$ cat src/rtl/mult_div_unit.sv
// Iterative HI/LO multiply/divide unit: one shift-add or restoring shift-subtract step per cycle.
// Operands are latched as magnitudes at launch, and the sign fix-up is applied in a final cycle.
//
// state | meaning
// IDLE  | waiting; accepts Start or MTHI/MTLO writes
// CALC  | WIDTH iteration steps, counter WIDTH-1 down to 0
// FIX   | sign correction, Hi/Lo write, Done/DivByZero raised for the next cycle
module mult_div_unit #(
    parameter int WIDTH = 32
) (
    input  logic             Clk,
    input  logic             Rst_n,
    input  logic             Start,
    input  logic [1:0]       Op,
    input  logic [WIDTH-1:0] SrcA,
    input  logic [WIDTH-1:0] SrcB,
    input  logic             HiWrite,
    input  logic             LoWrite,
    input  logic [WIDTH-1:0] HiLoWrData,
    output logic             Busy,
    output logic             Done,
    output logic             DivByZero,
    output logic [WIDTH-1:0] Hi,
    output logic [WIDTH-1:0] Lo
);
    localparam int CW = $clog2(WIDTH);

    typedef enum logic [1:0] {IDLE, CALC, FIX} stateType;

    stateType         state, nextState;
    logic [CW-1:0]    count;
    logic [WIDTH-1:0] absA, absB, accHi, accLo, hiReg, loReg;
    logic             isDiv, signA, negRes, divZero, doneReg, dbzReg;
    logic             srcANeg, srcBNeg;
    logic [WIDTH-1:0] magA, magB, addend, remDiff, fixHi, fixLo;
    logic [WIDTH:0]   mulSum, remShift;
    logic             remGeq;
    logic [2*WIDTH-1:0] prodMag, prodFix;

    // Op[0] set means unsigned, so no operand is treated as negative.
    assign srcANeg = ~Op[0] & SrcA[WIDTH-1];
    assign srcBNeg = ~Op[0] & SrcB[WIDTH-1];
    assign magA    = srcANeg ? -SrcA : SrcA;
    assign magB    = srcBNeg ? -SrcB : SrcB;

    assign Busy      = (state != IDLE);
    assign Done      = doneReg;
    assign DivByZero = dbzReg;
    assign Hi        = hiReg;
    assign Lo        = loReg;

    always_ff @(posedge Clk or negedge Rst_n) begin
        if (!Rst_n) state <= IDLE;
        else        state <= nextState;
    end

    always_comb begin
        nextState = state;
        case (state)
            IDLE:    if (Start) nextState = CALC;
            CALC:    if (count == '0) nextState = FIX;
            FIX:     nextState = IDLE;
            default: nextState = IDLE;
        endcase
    end

    always_comb begin
        addend   = accLo[0] ? absA : {WIDTH{1'b0}};
        mulSum   = {1'b0, accHi} + {1'b0, addend};
        remShift = {accHi, accLo[WIDTH-1]};
        remGeq   = (remShift >= {1'b0, absB});
        remDiff  = remShift[WIDTH-1:0] - absB;
        prodMag  = {accHi, accLo};
        prodFix  = negRes ? -prodMag : prodMag;
        fixHi    = prodFix[2*WIDTH-1:WIDTH];
        fixLo    = prodFix[WIDTH-1:0];
        if (isDiv) begin
            // A zero divisor leaves the dividend untouched in Hi and an all-ones quotient.
            if (divZero) begin
                fixHi = signA ? -absA : absA;
                fixLo = {WIDTH{1'b1}};
            end else begin
                fixHi = signA ? -accHi : accHi;
                fixLo = negRes ? -accLo : accLo;
            end
        end
    end

    always_ff @(posedge Clk or negedge Rst_n) begin
        if (!Rst_n) begin
            count   <= '0;
            absA    <= '0;
            absB    <= '0;
            accHi   <= '0;
            accLo   <= '0;
            hiReg   <= '0;
            loReg   <= '0;
            isDiv   <= 1'b0;
            signA   <= 1'b0;
            negRes  <= 1'b0;
            divZero <= 1'b0;
            doneReg <= 1'b0;
            dbzReg  <= 1'b0;
        end else begin
            doneReg <= 1'b0;
            dbzReg  <= 1'b0;
            case (state)
                IDLE: begin
                    if (Start) begin
                        absA    <= magA;
                        absB    <= magB;
                        isDiv   <= Op[1];
                        signA   <= srcANeg;
                        negRes  <= srcANeg ^ srcBNeg;
                        divZero <= Op[1] && (SrcB == '0);
                        count   <= CW'(WIDTH - 1);
                        accHi   <= '0;
                        accLo   <= Op[1] ? magA : magB;
                    end else begin
                        if (HiWrite) hiReg <= HiLoWrData;
                        if (LoWrite) loReg <= HiLoWrData;
                    end
                end
                CALC: begin
                    if (isDiv) begin
                        if (remGeq) begin
                            accHi <= remDiff;
                            accLo <= {accLo[WIDTH-2:0], 1'b1};
                        end else begin
                            accHi <= remShift[WIDTH-1:0];
                            accLo <= {accLo[WIDTH-2:0], 1'b0};
                        end
                    end else begin
                        accHi <= mulSum[WIDTH:1];
                        accLo <= {mulSum[0], accLo[WIDTH-1:1]};
                    end
                    if (count != '0) count <= count - CW'(1);
                end
                FIX: begin
                    hiReg   <= fixHi;
                    loReg   <= fixLo;
                    doneReg <= 1'b1;
                    dbzReg  <= divZero;
                end
                default: ;
            endcase
        end
    end

endmodule

$ cat config.mk
export PLATFORM = sky130hd
export DESIGN_NAME = mult_div_unit
export DESIGN_NICKNAME = d
export VERILOG_FILES = /design/src/rtl/mult_div_unit.sv
export SDC_FILE = /design/constraint.sdc
export NUM_CORES = 1
export LEC_CHECK = 0
export BUFFER_PORTS_ARGS = -buffer_cell sky130_fd_sc_hd__clkbuf_2
export CORE_UTILIZATION = 61
export CTS_BUF_LIST = sky130_fd_sc_hd__clkbuf_4 sky130_fd_sc_hd__clkbuf_8 sky130_fd_sc_hd__clkbuf_16
export CTS_CLUSTER_DIAMETER = 50
export DETAILED_ROUTE_END_ITERATION = 10
export PLACE_DENSITY_LB_ADDON = 0.05
export SLEW_MARGIN = 20
export SYNTH_ARGS = -nofsm -noshare
export SYNTH_HDL_FRONTEND = slang
export SYNTH_SLANG_ARGS = --single-unit
export TNS_END_PERCENT = 20
$ cat constraint.sdc
create_clock -name Clk -period 4.07 [get_ports Clk]
set_clock_uncertainty 0.05 [all_clocks]
set_input_delay 0.407 -clock Clk [delete_from_list [all_inputs] [get_ports Clk]]
set_output_delay 0.407 -clock Clk [all_outputs]
set_load 0.1 [all_outputs]
Word-level counts from Yosys, hierarchy flattened

Cells that the tools add are included.
Widths: inputs -> output; s select.

Bits in registers: 205
Word-level logic and storage cells: 84
Output and inout port bits: 67
Input bits: 103

Add/sub/neg operators: 9
Muxes and demuxes: 34
Reduce and logical (&&, ||, !) cells: 14
Magnitude comparators: 1
Bitwise logic cells: 4
Eq/ne operators: 8

Operators by type and width:

| cell                | count |
|---|---|
| $mux 32             | 20 |
| $pmux 32 s2         | 4 |
| $neg 32->32         | 5 |
| $mux 64             | 1 |
| $neg 64->64         | 1 |
| $add 32x32->33      | 1 |
| $ge 33x32->1        | 1 |
| $logic_not 32->1    | 1 |
| $sub 32x32->32      | 1 |
| $ne 2x2->1 const B  | 6 |
| $mux 5              | 2 |
| $pmux 5 s2          | 1 |
| $reduce_and 3->1    | 3 |
| $reduce_and 2->1    | 3 |
| $reduce_bool 2->1   | 3 |
| $logic_not 5->1     | 1 |
| $reduce_bool 5->1   | 1 |
| $sub 5x1->5 const B | 1 |
| $mux 2              | 2 |
| $pmux 2 s2          | 1 |
| $mux 1              | 3 |
| $and 1x1->1         | 2 |
| $eq 2x1->1 const B  | 1 |
| $eq 2x2->1 const B  | 1 |
| 4 further kinds     | 4 |

Longest topological paths before layout

Gate-level depths: netlist (run 1).

Depth after elaboration: 6
Gate-level depth with buffers: 16

Worst setup path after synthesis (run 1)

OpenSTA, ideal clock, no wires.

Path type: flip-flop to flip-flop
Start: reg accLo[6]
End: reg hiReg[26] (netlist: Hi[26])
Required time: 3896 ps
Cell stages (with the launch flop): 12
Buffers on the path: 1
Data arrival time: 3180 ps
Period minus slack after synthesis: 3354 ps
Setup slack: 716 ps
Setup time: 124 ps
Cells stage by stage: dfrtp_1 or4_4 or3_1 or3_4 or4_4 or3_1 buf_2 o41ai_2 xor2_1 nor2_1 nor3_2 nor3_1

Cells in the longest elaborated chain, start to end: 4

RTL lines:

| item                   | line | RTL |
|---|---|---|
| start, declared        | 32   | `logic [WIDTH-1:0] absA, absB, accHi, accLo, hiReg, loReg;` |
| start signal, assigned | 118  | `accLo <= Op[1] ? magA : magB;` |
| start signal, assigned | 128  | `accLo <= {accLo[WIDTH-2:0], 1'b1};` |
| start signal, assigned | 131  | `accLo <= {accLo[WIDTH-2:0], 1'b0};` |
| $neg 64->64            | 74   | `prodFix = negRes ? -prodMag : prodMag;` |
| $mux 64                | 74   |  |
| $mux 32                | 77   | `if (isDiv) begin` |
| $pmux 32 s2            | 107  | `case (state)` |
| end signal, assigned   | 120  | `if (HiWrite) hiReg <= HiLoWrData;` |
| end signal, assigned   | 140  | `hiReg <= fixHi;` |
| end, declared          | 32   |  |

Every way passes these cells.
A chain may end at the register's enable or synchronous reset.

Worst setup path in the final report (run 1)

Start: reg accHi[27]
End: reg accHi[5]

Cells in the longest elaborated chain, start to end: 4

RTL lines:

| item                   | line | RTL |
|---|---|---|
| start, declared        | 32   |  |
| start signal, assigned | 127  | `accHi <= remDiff;` |
| start signal, assigned | 130  | `accHi <= remShift[WIDTH-1:0];` |
| start signal, assigned | 134  | `accHi <= mulSum[WIDTH:1];` |
| $ge 33x32->1           | 71   | `remGeq = (remShift >= {1'b0, absB});` |
| $mux 32                | 126  | `if (remGeq) begin` |
| $mux 32                | 125  | `if (isDiv) begin` |
| $pmux 32 s2            | 107  |  |

Every way passes these cells.

==> flow_metrics.tcl, run 1 <==
set metrics [dict create \
    r2r-start "accHi[27]" \
    final_common_cell "nand2_1" \
    min-delay-start "HiLoWrData[3]" \
    viasPerCell 6.66 \
    antenna_found_initial 1 \
    cts_resized 0 \
    gp_congestion 0.991 \
    ys_types 72 \
    num_rows 61 \
    clock_path_buffers 3 \
    endpoint_kind "register" \
    setup_tns_ps 0 \
    drc_errors 0 \
    clkSinkCount 205 \
    cts_setup_buffers 0 \
    fin_nets 2504 \
    synth-async-reset-ratio_pct 100 \
    antenna_left 0 \
    die_area_um2 28900 \
    initial_core_util_pct 62.1 \
    start_kind "register" \
    finalNonFillerCells 2728 \
    clk_latency_ps 570 \
    rsz0062_at_grt "no" \
    dr_total_vias 18200 \
    preCtsSetupSlack_ps 282 \
    cts_tree "done" \
    max_slew.worst_pin.slew_ps 1080 \
    io_pins 170 \
    overflow 0 \
    area_growth_pct 12.9 \
    syn_nets 2402 \
    mostFrequentLayoutCells "297 x nand2_1, 281 x o21ai_0, 204 x dfrtp_1" \
    synth_edf_count 0 \
    placed_cells 2672 \
    drt_wl_total_um 62200 \
    avgSynthCellArea_um2 7.75 \
    first_global_vias 16400 \
    grt_util_all_layers_pct 42.4 \
    synth-main-ff-cell "dfrtp_1" \
    root_buffer "clkbuf_16" \
    numPortBuffers 169 \
    drv_cap 0 \
    period_minus_slack_ps 3840 \
    postLayoutSetupSlackWorst_ps 226 \
    die_y_um 170 \
    synth_warnings 0 \
    cts_buffers 30 \
    ys_seq_area_share_pct 29.7 \
    place_hpwl_um 47500 \
    ys_seq_elements 205 \
    fmax_mhz 260 \
    netlist_instances 2226 \
    maxSlewViolCount 0 \
    final_hold_viol_count 0 \
    drtIter0Drc 2267 \
    drive_above_1_share_pct 13.1 \
    die_w_um 170 \
    grt_pass1_wl_um 93800 \
    worstSetupPathType "register to register" \
    cts.reportedPaths.clkPinSlew_ps 60 \
    diodes 0 \
    synth_area_um2 17200 \
    cts-htree-levels 1 \
    crit_start "accHi[27]" \
    status "finished clean" \
    period_share_pct 94.4 \
    crit_fanout 22 \
    grt_max_degree 112 \
    core_area_um2 27800 \
    relSlewSlack_pct 28.0 \
    hp-class "input pin to register" \
    wl_per_cell_um 22.8 \
    crit_required_ps 4500 \
    arrival_ps 4280 \
    setup_viol 0 \
    dr.pass1.iters 6 \
]
## cell usage after synthesis (all sizes together), types with 8 or more instances
master  instances  share of area (%)
nand2         298                6.5
o21ai         283                8.2
dfrtp         205                 30
a21oi         152                4.4
xnor2         134                6.8
clkbuf        132                2.9
nor2          117                2.5
xor2           86                4.4
inv            77                1.7
ha             71                5.2
and2           54                2.0
mux2i          47                2.7
nand3          42                1.2
o22ai          37                1.3
a211oi         34                1.5
or3            34                1.3
nor4           31                1.1
nor3           29               0.87
o31ai          29                1.3
a21o           23                1.0
nand2b         22               0.80
or4            22                1.0
a22oi          21               0.91
buf            20               0.45
o211ai         20               0.87
nor2b          18               0.65
a31oi          17               0.62
and3           17               0.62
nand4          17               0.62
o21bai         13               0.57
o221ai         13               0.66
or2            11               0.40
o41ai          10               0.55
a221oi          9               0.46
o21a            8               0.35
## timing repair
item / in CTS / in global routing
hold buffers: 1 / 0
endpoints found under the hold margin: 37 / 0
setup endpoints to repair: 0 / 0
## registers in the layout, summed over array words and instances, names as in the netlist, 2 cells and up
register and flops:
accHi 32, Lo 32, count 5, absA 32
Hi 32, accLo 32, absB 32, state 2
## cell type report
cell class | instances | area [um2]
inverters | 77 | 289
repair buffers | 222 | 1290
well taps | 378 | 473
fillers | 2413 | 8300
clock buffers | 37 | 840
clock inverters | 17 | 153
multi-input cells | 1792 | 11300
flip-flops and latches | 205 | 5130
## logic make-up (layout without fill, tap and decap cells)
kind of cell / Yosys count / in the layout / synth area share (%)
buf+inv: 229 / 353 / 5.01
flops: 205 / 205 / 29.7
compound gates: 716 / 716 / 25.1
xor+xnor: 220 / 220 / 11.2
mux: 51 / 51 / 3.05
fa+ha+maj: 73 / 73 / 5.38
simple gates: 732 / 732 / 20.5
## final timing paths
path | cells after the start | slack (ps) | end
hold / removal | 3 | 50 | Hi[3]
setup / recovery | 11 | 230 | accHi[5]
setup reg to reg | 11 | 230 | accHi[5]
max in group asynchronous | 3 | 2500 | accLo[13]
hold reg to reg | 2 | 430 | absB[9]
min in group asynchronous | 2 | 440 | accHi[7]
## metrics by stage
step | area, um2 | utilization, % | hold slack [ps]
after floorplan | 17200 | - | 61.4
after global placement | 18400 | 66.4 | 413
after detailed placement | 18400 | 66.4 | 419
after CTS | 19400 | 70.0 | 43.1
after global routing | 19500 | 70.1 | 54.4
final | 19500 | 70.1 | 46.2
## critical path, stage by stage, from the launching register on
cell and delay [ps]:
dfrtp_1 520, ha_1 470, nand4_1 160, or4b_2 740
nor4_1 320, a211oi_1 130, o21ai_0 200, o21ba_2 360
buf_4 230, o311ai_0 290, o21ai_0 130, o21ai_0 160
## layer usage
layer	global-route usage (%)	part of all wire, %	vias to the layer above	wire (um)
met5	0	0.021	-	13
met4	16.9	4.3	2	2680
met2	64.0	43	1150	26900
li1	-	-	8175	-
met3	8.33	11	166	6720
met1	59.4	42	8678	25900
Power of run 1 is not shown: default switching activity piles up to over one toggle a cycle in this logic, so the estimate is an artifact.
==> run 2, diff against run 1 <==
Settings changed: CORE_ASPECT_RATIO set to 1.4, CORE_MARGIN set to 2.
==> flow_metrics.tcl, run 2 (same netlist as run 1, synthesis figures left out) <==
set metrics [dict create \
    fin_area_um2 19400 \
    crit_required_ps 4430 \
    clk_latency_ps 550 \
    cts_tree "done" \
    slowest_stage "dfrtp_1" \
    period_minus_slack_ps 3860 \
    preCtsSetupSlack_ps -44.3 \
    hp-class "input pin to register" \
    cts-htree-levels 1 \
    crit_fanout 17 \
    core_area_um2 27700 \
    die_w_um 146 \
    place_hpwl_um 53600 \
    arrival_ps 4220 \
    grt_util_all_layers_pct 46.6 \
    first_global_vias 17700 \
    relSlewSlack_pct 30.2 \
    period_share_pct 94.8 \
    drv_cap 0 \
    cts.reportedPaths.clkPinSlew_ps 70 \
    area_growth_pct 12.5 \
    drive_above_1_share_pct 13.2 \
    max_slew.worst_pin.slew_ps 1040 \
    drc_errors 0 \
    endpoint_kind "register" \
    setup_tns_ps 0 \
    root_buffer "clkbuf_16" \
    cts_setup_buffers 0 \
    grt_max_degree 89 \
    start_kind "register" \
    fmax_mhz 259 \
    mostFrequentLayoutCells "297 x nand2_1, 281 x o21ai_0, 204 x dfrtp_1" \
    clock_path_buffers 3 \
    setup_viol 0 \
    initial_core_util_pct 62.2 \
    cp_cell_sequence "buf_4 > or3_1 > or4_1 > nor4_1 > nand2_1 > or2_1 > or2_1 > o21ai_1 > xnor2_1 > a221oi_1 > o21ai_1" \
    diodes 0 \
    fin_nets 2512 \
    r2r_slack_ps 210 \
    overflow 0 \
    final_hold_viol_count 0 \
    wl_per_cell_um 25.8 \
    io_pins 170 \
    postLayoutSetupSlackWorst_ps 211 \
    gp_congestion 1.09 \
    maxSlewViolCount 0 \
    critPathMaxStageDelay_ps 620 \
    viasPerCell 6.77 \
    worstSetupPathType "register to register" \
    critical_path.top_delay_family "simple AND/OR/NAND/NOR gates" \
    drtIter0Drc 1964 \
    cts_buffers 22 \
    placement.cell_area_um2 18600 \
    antenna_found_initial 1 \
    die_y_um 203 \
    dr.pass1.iters 6 \
    status "finished clean" \
    final_common_cell "nand2_1" \
    numPortBuffers 169 \
    die_area_um2 29700 \
    clkSinkCount 205 \
    rsz0062_at_grt "no" \
    crit_buf_inv 1 \
    antenna_left 0 \
    num_rows 72 \
    drt_wl_total_um 70100 \
    dr_total_vias 18400 \
    grt_pass1_wl_um 106000 \
]
==> run 2: worst paths after layout <==
kind                       cells after the start      startpoint  endpoint
max                                           11        accLo[0]    Hi[23]
min                                            3  HiLoWrData[20]    Hi[20]
max reg2reg                                   11        accLo[0]    Hi[23]
min reg2reg                                    2          Lo[25]    Lo[25]
max in group asynchronous                      3           Rst_n  absB[31]
min in group asynchronous                      2           Rst_n    Hi[24]
==> run 2: through the flow <==
step / instances / utilization, % / hold slack (ps)
2_1_floorplan: 2226 / - / 61.4
3_3_place_gp: 2680 / 66.9 / 411
3_5_place_dp: 2680 / 66.9 / 420
4_1_cts: 2719 / 69.8 / 59.9
5_1_grt: 2720 / 69.9 / 82.1
6_report: 2720 / 69.9 / 67.9
==> run 2: tightest hold or removal path, stage by stage <==
cell and delay (ps):
clkbuf_2 90, a22oi_1 60, nand2_1 60
==> run 2: final cells by class <==
type | count | area, um2
sequential | 205 | 5130
multi-input combinational | 1792 | 11300
clock buffer | 30 | 648
inverter | 77 | 289
tap | 370 | 463
fill | 2300 | 8340
timing repair buffer | 238 | 1420
clock inverter | 8 | 140
==> run 2: what timing repair did <==
item,4_1_cts,5_1_grt
hold buffers,1,0
endpoints found under the hold margin,86,0
endpoints found under the setup margin,1,1
resized for setup,1,1
==> run 2: metal layers <==
metal | GRT usage (%) | share of wire, % | vias up
li1 | - | - | 8195
met3 | 9.69 | 9.0 | 334
met1 | 52.3 | 34 | 8685
met2 | 74.4 | 45 | 1194
met4 | 42.3 | 11 | 2
met5 | 0 | 0.019 | -
Power of run 2 is left out for the same reason.
